==> config.mk <==
export PLATFORM = sky130hd
export DESIGN_NAME = decsym_rle_expander
export DESIGN_NICKNAME = d
export VERILOG_FILES = /design/src/rtl/decsym_rle_expander.sv
export SDC_FILE = /design/constraint.sdc
export NUM_CORES = 1
export LEC_CHECK = 0
export ABC_AREA = 0
export ABC_CLOCK_PERIOD_IN_PS = 4480
export CAP_MARGIN = 20
export CELL_PAD_IN_SITES_DETAIL_PLACEMENT = 1
export CELL_PAD_IN_SITES_GLOBAL_PLACEMENT = 1
export CORE_ASPECT_RATIO = 0.5
export CORE_MARGIN = 2
export CORE_UTILIZATION = 45
export DETAILED_ROUTE_END_ITERATION = 8
export PLACE_DENSITY = 0.86
export SYNTH_ARGS = -nofsm -noshare
export SYNTH_HDL_FRONTEND = slang
export SYNTH_SLANG_ARGS = --single-unit
export TNS_END_PERCENT = 1
==> constraint.sdc <==
create_clock -name clock -period 4.48 [get_ports clock]
set_input_delay 0.448 -clock clock [delete_from_list [all_inputs] [get_ports clock]]
set_output_delay 0.448 -clock clock [all_outputs]
set_load 0.02 [all_outputs]
==> src/rtl/decsym_rle_expander.sv <==
// ---------------------------------------------------------------------------
// decsym_rle_expander
//
// Turns decoded JPEG (run/size, raw amplitude) symbol tokens into a flat
// stream of exactly BLOCK_LEN coefficients per block, in zig-zag order.
// The DC coefficient is rebuilt from a per-component predictor. AC zero
// runs, ZRL (16 zeros) and EOB (zero fill to the end of the block) are
// expanded here. Components are visited round-robin, one block each per MCU.
//
// Ports:
//   clock   - clock
//   reset   - asynchronous, active-low reset
//   dc_clr  - predictor clear request (only when DECSYM_DCPRED_CLR_EN is set)
//   sym_d   - token {rs[7:0], raw[AMP_W-1:0]}; rs[7:4]=run, rs[3:0]=size
//   sym_v   - token valid
//   sym_e   - end-of-stream marker, qualified by sym_v
//   sym_b   - token backpressure (1 = token not consumed this cycle)
//   coef_d  - coefficient value (two's complement, COEF_W bits)
//   coef_v  - coefficient valid
//   coef_e  - end-of-stream marker on the coefficient side
//   coef_b  - backpressure from the coefficient consumer
//   comp    - component index of the block in flight
//   state   - current FSM state code
//   err     - sticky protocol error flag
//
// Optional feature (macro DECSYM_DCPRED_CLR_EN):
//   Adds the dc_clr input. While waiting for a DC token with no token taken
//   in that cycle, dc_clr zeroes every predictor and restarts at component
//   0, which is what a JPEG restart marker needs. Without the macro the
//   predictors are cleared only by reset.
// ---------------------------------------------------------------------------
module decsym_rle_expander #(
  parameter int COEF_W    = 12,
  parameter int AMP_W     = 11,
  parameter int BLOCK_LEN = 64,
  parameter int NUM_COMP  = 3,
  localparam int COMP_W   = (NUM_COMP > 1) ? $clog2(NUM_COMP) : 1
) (
  input  logic                 clock,
  input  logic                 reset,
`ifdef DECSYM_DCPRED_CLR_EN
  input  logic                 dc_clr,
`endif
  input  logic [8+AMP_W-1:0]   sym_d,
  input  logic                 sym_v,
  input  logic                 sym_e,
  output logic                 sym_b,
  output logic [COEF_W-1:0]    coef_d,
  output logic                 coef_v,
  output logic                 coef_e,
  input  logic                 coef_b,
  output logic [COMP_W-1:0]    comp,
  output logic [2:0]           state,
  output logic                 err
);

  // State codes. The numeric values are visible on the state port, so they
  // must not be renumbered.
  localparam logic [2:0] DC   = 3'd0;
  localparam logic [2:0] AC   = 3'd1;
  localparam logic [2:0] ZERO = 3'd2;
  localparam logic [2:0] EMIT = 3'd3;
  localparam logic [2:0] FILL = 3'd4;
  localparam logic [2:0] EOS  = 3'd5;
  localparam logic [2:0] DONE = 3'd6;

  localparam int K_W = $clog2(BLOCK_LEN);
  localparam logic [K_W-1:0]    LAST_K    = K_W'(BLOCK_LEN - 1);
  localparam logic [COMP_W-1:0] LAST_COMP = COMP_W'(NUM_COMP - 1);
  localparam int PRED_N = 2 ** COMP_W;

  // Registered datapath state
  logic [K_W-1:0]    kIdx;
  logic [4:0]        zeroCnt;
  logic              pendCoef;
  logic [COEF_W-1:0] coefVal;
  // Sized to a power of two so comp can index it directly for any
  // NUM_COMP; entries at or above NUM_COMP are never selected.
  logic [COEF_W-1:0] predReg [PRED_N];

  // Token field split
  logic [7:0]        tokRs;
  logic [3:0]        tokRun;
  logic [3:0]        tokSize;
  logic [AMP_W-1:0]  tokRaw;
  logic [COEF_W-1:0] extVal;
  logic              extErr;
  logic [COEF_W-1:0] dcVal;
  logic [COMP_W-1:0] compNext;
  logic              xfer;

  // JPEG EXTEND: a size-s amplitude whose top bit is clear is negative and
  // encodes v - (2^s - 1). Sizes above AMP_W are illegal and give 0; the
  // caller raises err separately.
  function automatic logic [COEF_W-1:0] extend(input logic [AMP_W-1:0] raw,
                                               input logic [3:0] size);
    logic [31:0] mask;
    logic [31:0] v;
    logic [31:0] r;
    mask = (32'd1 << size) - 32'd1;
    v    = 32'(raw) & mask;
    r    = 32'd0;
    if (size != 4'd0 && int'(size) <= AMP_W) begin
      if (v[{1'b0, size} - 5'd1]) begin
        r = v;
      end else begin
        r = v - mask;
      end
    end
    return r[COEF_W-1:0];
  endfunction

  // Field decode of the incoming token and the DC reconstruction, which
  // wraps modulo 2^COEF_W like the predictor register itself.
  always_comb begin
    tokRs    = sym_d[8+AMP_W-1:AMP_W];
    tokRun   = tokRs[7:4];
    tokSize  = tokRs[3:0];
    tokRaw   = sym_d[AMP_W-1:0];
    extVal   = extend(tokRaw, tokSize);
    extErr   = int'(tokSize) > AMP_W;
    dcVal    = predReg[comp] + extVal;
    compNext = (comp == LAST_COMP) ? '0 : comp + COMP_W'(1);
  end

  // Output decode straight from the registered state. sym_b also depends
  // on sym_v/sym_e because an end-of-stream token met in the middle of a
  // block is refused rather than consumed, and it is held high throughout
  // reset.
  always_comb begin
    coef_v = (state == ZERO) || (state == EMIT) ||
             (state == FILL) || (state == EOS);
    coef_e = (state == EOS);
    coef_d = (state == EMIT) ? coefVal : '0;
    sym_b  = !reset ||
             !((state == DC) || (state == AC && !(sym_v && sym_e)));
    xfer   = coef_v && !coef_b;
  end

  // Main sequencer. Every path that finishes a block rewinds the
  // coefficient index, advances to the next component and returns to DC.
  always_ff @(posedge clock or negedge reset) begin
    if (!reset) begin
      state    <= DC;
      kIdx     <= '0;
      comp     <= '0;
      zeroCnt  <= '0;
      pendCoef <= 1'b0;
      coefVal  <= '0;
      err      <= 1'b0;
      for (int i = 0; i < PRED_N; i++) begin
        predReg[i] <= '0;
      end
    end else begin
      case (state)
        DC: begin
          if (sym_v) begin
            if (sym_e) begin
              state <= EOS;
            end else begin
              predReg[comp] <= dcVal;
              coefVal       <= dcVal;
              if (extErr) begin
                err <= 1'b1;
              end
              state <= EMIT;
            end
          end
`ifdef DECSYM_DCPRED_CLR_EN
          else if (dc_clr) begin
            for (int i = 0; i < PRED_N; i++) begin
              predReg[i] <= '0;
            end
            comp <= '0;
          end
`endif
        end

        AC: begin
          if (sym_v) begin
            if (sym_e) begin
              // Stream ended inside a block: refuse the token, pad the
              // block out with zeros and let DC take the marker.
              err   <= 1'b1;
              state <= FILL;
            end else if (tokRs == 8'h00) begin
              state <= FILL;
            end else if (tokRs == 8'hF0) begin
              zeroCnt  <= 5'd16;
              pendCoef <= 1'b0;
              state    <= ZERO;
            end else if (tokRun != 4'd0) begin
              zeroCnt  <= {1'b0, tokRun};
              coefVal  <= extVal;
              pendCoef <= 1'b1;
              if (extErr) begin
                err <= 1'b1;
              end
              state <= ZERO;
            end else begin
              coefVal <= extVal;
              if (extErr) begin
                err <= 1'b1;
              end
              state <= EMIT;
            end
          end
        end

        ZERO: begin
          if (xfer) begin
            if (kIdx == LAST_K) begin
              // Block is full. Anything still owed (zeros or the pending
              // coefficient) no longer fits and is dropped.
              if (zeroCnt != 5'd1 || pendCoef) begin
                err <= 1'b1;
              end
              zeroCnt  <= '0;
              pendCoef <= 1'b0;
              kIdx     <= '0;
              comp     <= compNext;
              state    <= DC;
            end else begin
              kIdx    <= kIdx + K_W'(1);
              zeroCnt <= zeroCnt - 5'd1;
              if (zeroCnt == 5'd1) begin
                pendCoef <= 1'b0;
                state    <= pendCoef ? EMIT : AC;
              end
            end
          end
        end

        EMIT: begin
          if (xfer) begin
            if (kIdx == LAST_K) begin
              kIdx  <= '0;
              comp  <= compNext;
              state <= DC;
            end else begin
              kIdx  <= kIdx + K_W'(1);
              state <= AC;
            end
          end
        end

        FILL: begin
          if (xfer) begin
            if (kIdx == LAST_K) begin
              kIdx  <= '0;
              comp  <= compNext;
              state <= DC;
            end else begin
              kIdx <= kIdx + K_W'(1);
            end
          end
        end

        EOS: begin
          if (xfer) begin
            state <= DONE;
          end
        end

        DONE: begin
          state <= DONE;
        end

        default: begin
          state <= DONE;
        end
      endcase
    end
  end

endmodule

# Word level (Yosys, flattened, before mapping)

Cells that the tools add are included.

Register bits after elaboration: 78
Input bits: 24
Output and inout port bits: 21
Word-level logic and storage cells: 150

Add/subtract/negate cells: 7
Order comparisons: 5
Equality and inequality tests: 27
Shift-type cells: 1
Mux-type cells: 65
Bitwise operators: 3
Reduce and logical (&&, ||, !) cells: 31

Operators by type and width:

| kind                  | number |
|---|---|
| $mux 12               | 12 |
| $bwmux 48             | 1 |
| $mux 3                | 12 |
| $mux 5                | 7 |
| $and 11x32->32        | 1 |
| $shl 1x4->32 const A  | 1 |
| $sub 32x1->32 const B | 1 |
| $bmux 12 s2           | 1 |
| $demux 12 s2          | 1 |
| $pmux 12 s2           | 1 |
| $mux 1                | 22 |
| $ne 2x2->1 const B    | 9 |
| $pmux 3 s6            | 1 |
| $reduce_and 7->1      | 2 |
| $add 12x12->12        | 1 |
| $sub 12x12->12        | 1 |
| $pmux 5 s2            | 1 |
| $reduce_and 9->1      | 1 |
| $eq 8x8->1 const B    | 1 |
| $logic_not 8->1       | 1 |
| $ne 2x1->1 const B    | 4 |
| $reduce_and 8->1      | 1 |
| $reduce_bool 4->1     | 2 |
| $add 6x1->6 const B   | 1 |
| other kinds (34)      | 53 |

# Logic depth before layout (Yosys ltp)

Word-level depth: 12
Gate-level depth with buffers: 28
Mapped depth without buffers: 27

# Worst setup path before layout

OpenSTA, ideal clock, no wires.

Path type: input to register
Start point: in sym_d[11]
End point: reg predReg[10] (netlist name)
Setup time: 0.125 ns
Arrival: 5.273 ns
Required time: 4.355 ns
Path slack: -0.918 ns
Stages on the path: 27
Buffers on the path: 2
Cells stage by stage: inv_1 -> ha_1 -> buf_2 -> nor3b_2 -> inv_1 -> ha_1 -> xnor2_1 -> and3b_1 -> o31ai_2 -> a221oi_2 -> or2_1 -> buf_2 -> mux2i_1 -> nor2_1 -> inv_1 -> fa_1 -> inv_1 -> a21oi_1 -> o21bai_1 -> a21o_1 -> a31o_2 -> nand2_1 -> a2111oi_0 -> a311o_1 -> a21oi_1 -> xnor2_1 -> mux2_2

Word-level cells in the longest chain between the ends: 9
Elaborated cells on any way between the ends: 14

Ends and longest elaborated chain:

| element                                               | line | text |
|---|---|---|
| start, declared                                       | 44   | `input logic [8+AMP_W-1:0] sym_d,` |
| branches (longest 6 deep; another with $sub 32x1->32) | n/a  |  |
| $mux 12 *                                             | 103  | `if (size != 4'd0 && int'(size) <= AMP_W) begin` |
| $add 12x12->12 *                                      | 122  | `dcVal = predReg[comp] + extVal;` |
| $bwmux 48 *                                           | 161  | `predReg[comp] <= dcVal;` |
| end signal, assigned by index                         | 161  |  |
| end, declared                                         | 79   | `logic [COEF_W-1:0] predReg [PRED_N];` |

Every way passes the cells marked *. The select of a mux whose other input is x is not followed.
A chain may end at the register's enable or synchronous reset.

# Worst setup path after layout

Start point: in sym_d[12]
End point: reg predReg[35] (netlist name)

The elaborated chain is that of the path after synthesis.

==> results.sh <==
export IMPL_violations="negative setup slack"
export IMPL_yosysSeqAreaShare=0.3575
export IMPL_clock_fmax_ghz=0.1685
export IMPL_tns_ns=-37.23
export IMPL_rows=28
export IMPL_synthCells=649
export IMPL_fin_cells=991
export IMPL_worstPathArrival_ns=6.15
export IMPL_yosys_warnings=0
export IMPL_place_inst=933
export IMPL_clockBufferDepth=2
export IMPL_die_y_um=81.89
export IMPL_cts_sinks=78
export IMPL_synthArstFlopShare=1.000
export IMPL_maxSlewViolCount=0
export IMPL_synth_top_area_cell="dfrtp_1"
export IMPL_period_share=1.324
export IMPL_wirelength_um=34470
export IMPL_leakagePower_nw=3.751
export IMPL_cts_buffers=9
export IMPL_ir_worst_vdd_mv=0.3672
export IMPL_path_common_cell="buf_4"
export IMPL_initial_core_util=0.4611
export IMPL_hold_path_depth=2
export IMPL_synth_edf_count=0
export IMPL_fin_crit_ns=5.933
export IMPL_critical_path_max_stage_delay_ns=0.64
export IMPL_synth_top_area_share=0.3575
export IMPL_yosys_top_cells_area="dfrtp_1 (36%), nand2_1 (9.9%), mux4_2 (4.9%)"
export IMPL_synth_most_common_cell="nand2_1"
export IMPL_die_x_um=159.8
export IMPL_dpl_hpwl_um=14590
export IMPL_rsz0062_at_grt="true"
export IMPL_cts_root_buffer="clkbuf_16"
export IMPL_hold_ws_ns=0.4872
export IMPL_start_kind="input port"
export IMPL_cts_tree="done"
export IMPL_critPathTopFamily="simple AND/OR/NAND/NOR gates"
export IMPL_drcViolationCount=0
export IMPL_grt_max_degree=68
export IMPL_synthTopCellsByCount="nand2_1 (144), dfrtp_1 (78), nor2_1 (52)"
export IMPL_design_core_area_mm2=0.01184
export IMPL_setup_worst_path_end_class="flop"
export IMPL_grt_pass1_wl_um=44440
export IMPL_port_buffers=44
export IMPL_status="finished, violations left"
export IMPL_worstSetupPathType="input port to flop"
export IMPL_required_ns=4.69
export IMPL_slew_headroom=0.07234
export IMPL_regToRegSetupSlack_ns=0.25
export IMPL_setup_violations=46
export IMPL_power_density_mw_per_mm2=604.2
export IMPL_skew_ns=0.01727
export IMPL_gp_congestion=0.9052
export IMPL_crit_fanout=8
export IMPL_yosys_register_bits=78
export IMPL_crit_buf_inv=9
export IMPL_finalPower_mw=4.850
export IMPL_synthToLayoutAreaGrowth_pct=47.00
export IMPL_dieArea_mm2=0.01308
export IMPL_ff2ff_path_depth=17
export IMPL_seqCellArea_mm2=0.001952
export IMPL_maxCapViolations=0
export IMPL_wl_per_cell_um=34.79
export IMPL_layout_setup_ws_ns=-1.453
export IMPL_grt_pass1_vias=7163
export IMPL_nets=865
export IMPL_drtPass1Iterations=6
export IMPL_antenna_left=0
export IMPL_clk_pin_slew_ns=0.07
export IMPL_clk_latency_ns=0.36
export IMPL_drive_above_1_share=0.3370
export IMPL_synthesis_area_mm2=0.005460
export IMPL_fill_cells=1326
export IMPL_grt_use_total=0.4556
export IMPL_synth_cell_types=75
export IMPL_synth_ff_type="dfrtp_1"
export IMPL_worst_path_max_delay_cell="nor2_1"
export IMPL_htree_levels=3
export IMPL_via_per_inst=7.300
export IMPL_hold_viol_final=0
export IMPL_multi_input_area_mm2=0.003845
export IMPL_vias=7234
export IMPL_hp_class="flop to flop"
export IMPL_synth_nets=694
export IMPL_overflow=0
export IMPL_dp_slack_ns=-1.316
export IMPL_io_pins=45
export IMPL_drtIter0Drc=1135
export IMPL_avgSynthCellArea_um2=8.413
export IMPL_antenna_found_initial=2
export IMPL_worstMarginPinSlew_ns=1.380
export IMPL_path_depth=27
stage by stage:
step / util / instance area (um^2)
floorplan: - / 5645
global placement: 0.5861 / 6940
detailed placement: 0.5861 / 6940
CTS: 0.6620 / 7839
global route: 0.6776 / 8024
finish: 0.6778 / 8026
flip-flops by register name, indices dropped and copies added (netlist names):
register and cells:
err 1, coefVal 12, pendCoef 1, state 3, kIdx 6, predReg 48, comp 2, zeroCnt 5
cells in the final DEF, fill, tap and decap left out, types with 8 or more instances in the layout:
cell             netlist  final
a21o_1                 8      8
a21oi_1               30     23
and3_1                18     17
buf_4                  2    140
buf_6                  0      8
clkbuf_16              0      9
clkdlybuf4s50_1        0     39
dfrtp_1               78     78
ha_1                  20     12
inv_1                 19     14
mux4_2                12     12
nand2_1              144    138
nand3_1               12     12
nor2_1                52     46
nor2b_1               11      9
nor3_1                16     14
o21ai_0               47     38
o21ai_1                7      9
xnor2_1               16      8
cell families after synthesis:
kind of cell	Yosys count	synth area share
simple gates	288	0.2399
compound gates	155	0.1900
xor+xnor	24	0.03850
fa+ha+maj	22	0.05133
buf+inv	52	0.03827
mux	30	0.08456
flops	78	0.3575
tightest hold or removal path, cell delays in order, from the launching register on:
cell,delay (ns)
dfrtp_1,0.35
nand2_1,0.06
nand2_1,0.06
metal layers:
| layer | vias to the layer above | wire length (um) | global-route usage |
|---|---|---|---|
| li1 | 2637 | - | - |
| met2 | 830 | 14300 | 0.7429 |
| met5 | - | 100 | 0 |
| met1 | 3424 | 11620 | 0.5270 |
| met3 | 337 | 4955 | 0.1308 |
| met4 | 6 | 3506 | 0.3405 |
final cells by class:
type	count	share of cell area
tap	165	0.02572
clock buffer	9	0.02806
timing repair buffer	192	0.1980
sequential	78	0.2432
clock inverter	7	0.01278
inverter	20	0.01294
multi-input combinational	519	0.4790
antenna	1	0.0003118
path summary, 6_finish.rpt:
kind,startpoint,end
setup / recovery,sym_d[12],predReg[35]
hold / removal,predReg[3],predReg[3]
setup reg to reg,comp[0],predReg[35]
hold reg to reg,predReg[3],predReg[3]
max in group asynchronous,reset,predReg[6]
min in group asynchronous,reset,predReg[19]
where the power goes:
part	internal, mW	switching [mW]	leakage [nW]	total, mW
combinational	1.13	1.80	2.56	2.93
clock	0.499	0.367	0.163	0.865
sequential	0.856	0.201	1.02	1.06
total	2.48	2.37	3.75	4.85
repair_timing:
item,CTS,global route
resized for setup,82,26
setup buffers,31,11
endpoints found under the setup margin,43,38
hold buffers,1,0
pin swaps,49,26
hold endpoints to repair,11,0
(Power assumes the default switching activity.)
==> RTL change: new RTL, same settings <==
The parameter `COEF_W` goes from 12 to 6.
--- a/src/rtl/decsym_rle_expander.sv
+++ b/src/rtl/decsym_rle_expander.sv
@@ -31,5 +31,5 @@
 // ---------------------------------------------------------------------------
 module decsym_rle_expander #(
-  parameter int COEF_W    = 12,
+  parameter int COEF_W    = 6,
   parameter int AMP_W     = 11,
   parameter int BLOCK_LEN = 64,
Interface: changed (resized coef_d); port bits go from 45 to 39. The function was not compared with the original's and may differ.
==> RTL change against the original RTL <==
Clock power down 55%; sequential share of layout area rose by 0.32 points; total power fell by 49%; synthesized cell count is 34% lower; design area decreased by 39%; area after synthesis down 32%; clock skew down 0.0044 ns; maximum frequency grew 35%; sequential cell count is 30 lower; wire length is 60% lower; setup slack gained 1.5 ns.
==> RTL change: results (changes against the original RTL) <==
| Parameter | Reported | vs unedited |
| --- | --- | --- |
| Run status | finished, final reports clean | was finished with violations |
| Detail Placement HPWL | 8969 um | was 14,590 um |
| Worst slew slack as a fraction of its limit | 0.5278 | was 0.07234 |
| Clock latency reported for the late side of the worst-skew pair | 0.30 ns | was 0.36 ns |
| Via count of the first global-routing pass | 3,965 | was 7,163 |
| Largest regs | predReg x24, coefVal x6, kIdx x6 | was predReg x48, coefVal x12, kIdx x6 |
| Largest net degree at the start of global routing | 50 | was 68 |
| Final layout net count | 544 | was 865 |
| GRT met3 Usage | 0.03111 | was 0.1308 |
| Final RePlAce weighted congestion | 0.8800 | was 0.9052 |
| Post-synthesis sequential area ratio | 0.3220 | was 0.3575 |
| Root buffer cell | clkbuf_16 | unchanged |
| Maximum VDD drop | 292.2 uV | was 367.2 uV |
| All-layer global routing usage | 0.2917 | was 0.4556 |
| Gate family responsible for the most delay along the worst path | compound AO/OA/AOI/OAI gates | was simple AND/OR/NAND/NOR gates |
| Final setup fails | 0 | was 46 |
| Launch point of the critical path | sym_d[11] | was sym_d[12] |
| Diodes inserted | 0 | was 1 |
| Number of vias in the routed layout | 3,858 | was 7,234 |
| Largest driver fanout on the critical path | 6 | was 8 |
| Main synth FF type | dfrtp_1 | unchanged |
| First drt pass iteration count | 4 | was 6 |
| Initial detailed-routing violation count | 307 | was 1,135 |
| Hold crit path type | input port to async pin | was flip-flop to flip-flop |
| Clock buffer count from CTS | 5 | was 9 |
| Drt wl/cell | 22.32 um | was 34.79 um |
| Commonest cells in the synthesized netlist | dfrtp_1, nand2_1, nor2_1 | was nand2_1, dfrtp_1, nor2_1 |
| Worst clock skew | 0.01288 ns | was 0.01727 ns |
| Syn nets | 469 | was 694 |
| Crit-path max cell delay | 0.36 ns | was 0.64 ns |
| Worst R2R Start | comp[0] | unchanged |
| Antenna violations before repair | 0 | was 2 |
| Syn. warnings | 0 | unchanged |
| Met1 layer usage reported by global route | 0.3545 | was 0.5270 |
| Critical Path Slowest Stage Cell | ha_1 | was nor2_1 |
| Signal arrival time at the worst endpoint | 4.57 ns | was 6.15 ns |
| Port buffer count | 38 | was 44 |
| Fraction of final layout cells with drive strength greater than 1 | 0.2510 | was 0.3370 |
| Clk buf depth | 2 | unchanged |
| Met2 track demand over resource | 0.5518 | was 0.7429 |
| Sw Pwr | 1.103 mW | was 2.369 mW |
| Global-route wire length before repair | 20,730 um | was 44,440 um |
| Top cells by area, synth | dfrtp_1, ha_1, mux2_2, nand2_1, a21oi_1 | was dfrtp_1, nand2_1, mux4_2, ha_1, o21ai_0 |
| CTS clock-pin slew for the worst setup and hold paths | 0.08 ns |  |
| Lkg Pwr | 2.168 nW | was 3.751 nW |
| Post-synth ARST share | 1.000 | unchanged |
| Depth of the CTS H-tree | 2 | was 3 |
| Synth cell types | 71 | was 75 |
| Pre-CTS worst setup slack | -0.5791 ns | was -1.316 ns |
## RTL change: cell count changes after synthesis, moves of 5 or more
cell / before / now
nand2_1: 144 / 45
ha_1: 20 / 14
nor3_1: 16 / 11
xor2_1: 8 / 2
o21ai_0: 47 / 21
mux2_2: 8 / 15
clkbuf_1: 24 / 13
mux2i_1: 9 / 2
nor2_1: 52 / 38
and3_1: 18 / 12
xnor2_1: 16 / 10
mux4_2: 12 / 6
dfrtp_1: 78 / 48
## RTL change: area by class of cell
class	count	area, um^2
fill	930	3154
inverter	19	76.32
multi-input combinational	340	2541
clock inverter	3	18.77
clock buffer	5	125.1
tap	112	140.1
sequential	48	1201
timing repair buffer	91	772.0
## RTL change: final timing paths
| check | end | slack [ns] | cells past startpoint |
|---|---|---|---|
| worst max-delay path | predReg[17] | 0.08 | 23 |
| worst min-delay path | zeroCnt[0] | 0.25 | 2 |
| worst max register to register | predReg[17] | 1.36 | 9 |
| worst min register to register | kIdx[5] | 0.50 | 1 |
| max in group asynchronous | zeroCnt[2] | 3.79 | 2 |
| min in group clock | kIdx[5] | 0.50 | 1 |
## RTL change: cells by family after synthesis
| family | count (synthesis) | synth area share |
|---|---|---|
| compound gates | 124 | 0.2264 |
| xor+xnor | 13 | 0.03254 |
| fa+ha+maj | 16 | 0.05535 |
| buf+inv | 42 | 0.04529 |
| flops | 48 | 0.3220 |
| mux | 23 | 0.08688 |
| simple gates | 164 | 0.2315 |
## RTL change: power by group through the flow
stage,combinational (mW),clock (mW),sequential [mW]
2_1_floorplan,0.815,0,0.632
3_3_place_gp,1.14,0,0.680
3_5_place_dp,1.21,0,0.690
4_1_cts,1.27,0.381,0.688
5_1_grt,1.48,0.404,0.712
6_report,1.37,0.385,0.698
## RTL change: what timing repair did
action | CTS | global route
setup buffers | 2 | 7
pin swaps | 12 | 19
endpoints found under the setup margin | 20 | 15
gates resized for setup | 11 | 21
## RTL change: per-stage QoR
step / power (mW) / cells / area, um^2
6_report: 2.453 / 618 / 4875
5_1_grt: 2.593 / 618 / 4875
4_1_cts: 2.335 / 611 / 4751
3_5_place_dp: 1.901 / 601 / 4556
3_3_place_gp: 1.818 / 601 / 4556
2_1_floorplan: 1.447 / 430 / 3830
## RTL change: layer usage
layer	part of all wire	up-vias
li1	-	1737
met1	0.43	1964
met2	0.50	125
met3	0.045	32
met4	0.026	0
met5	0	-
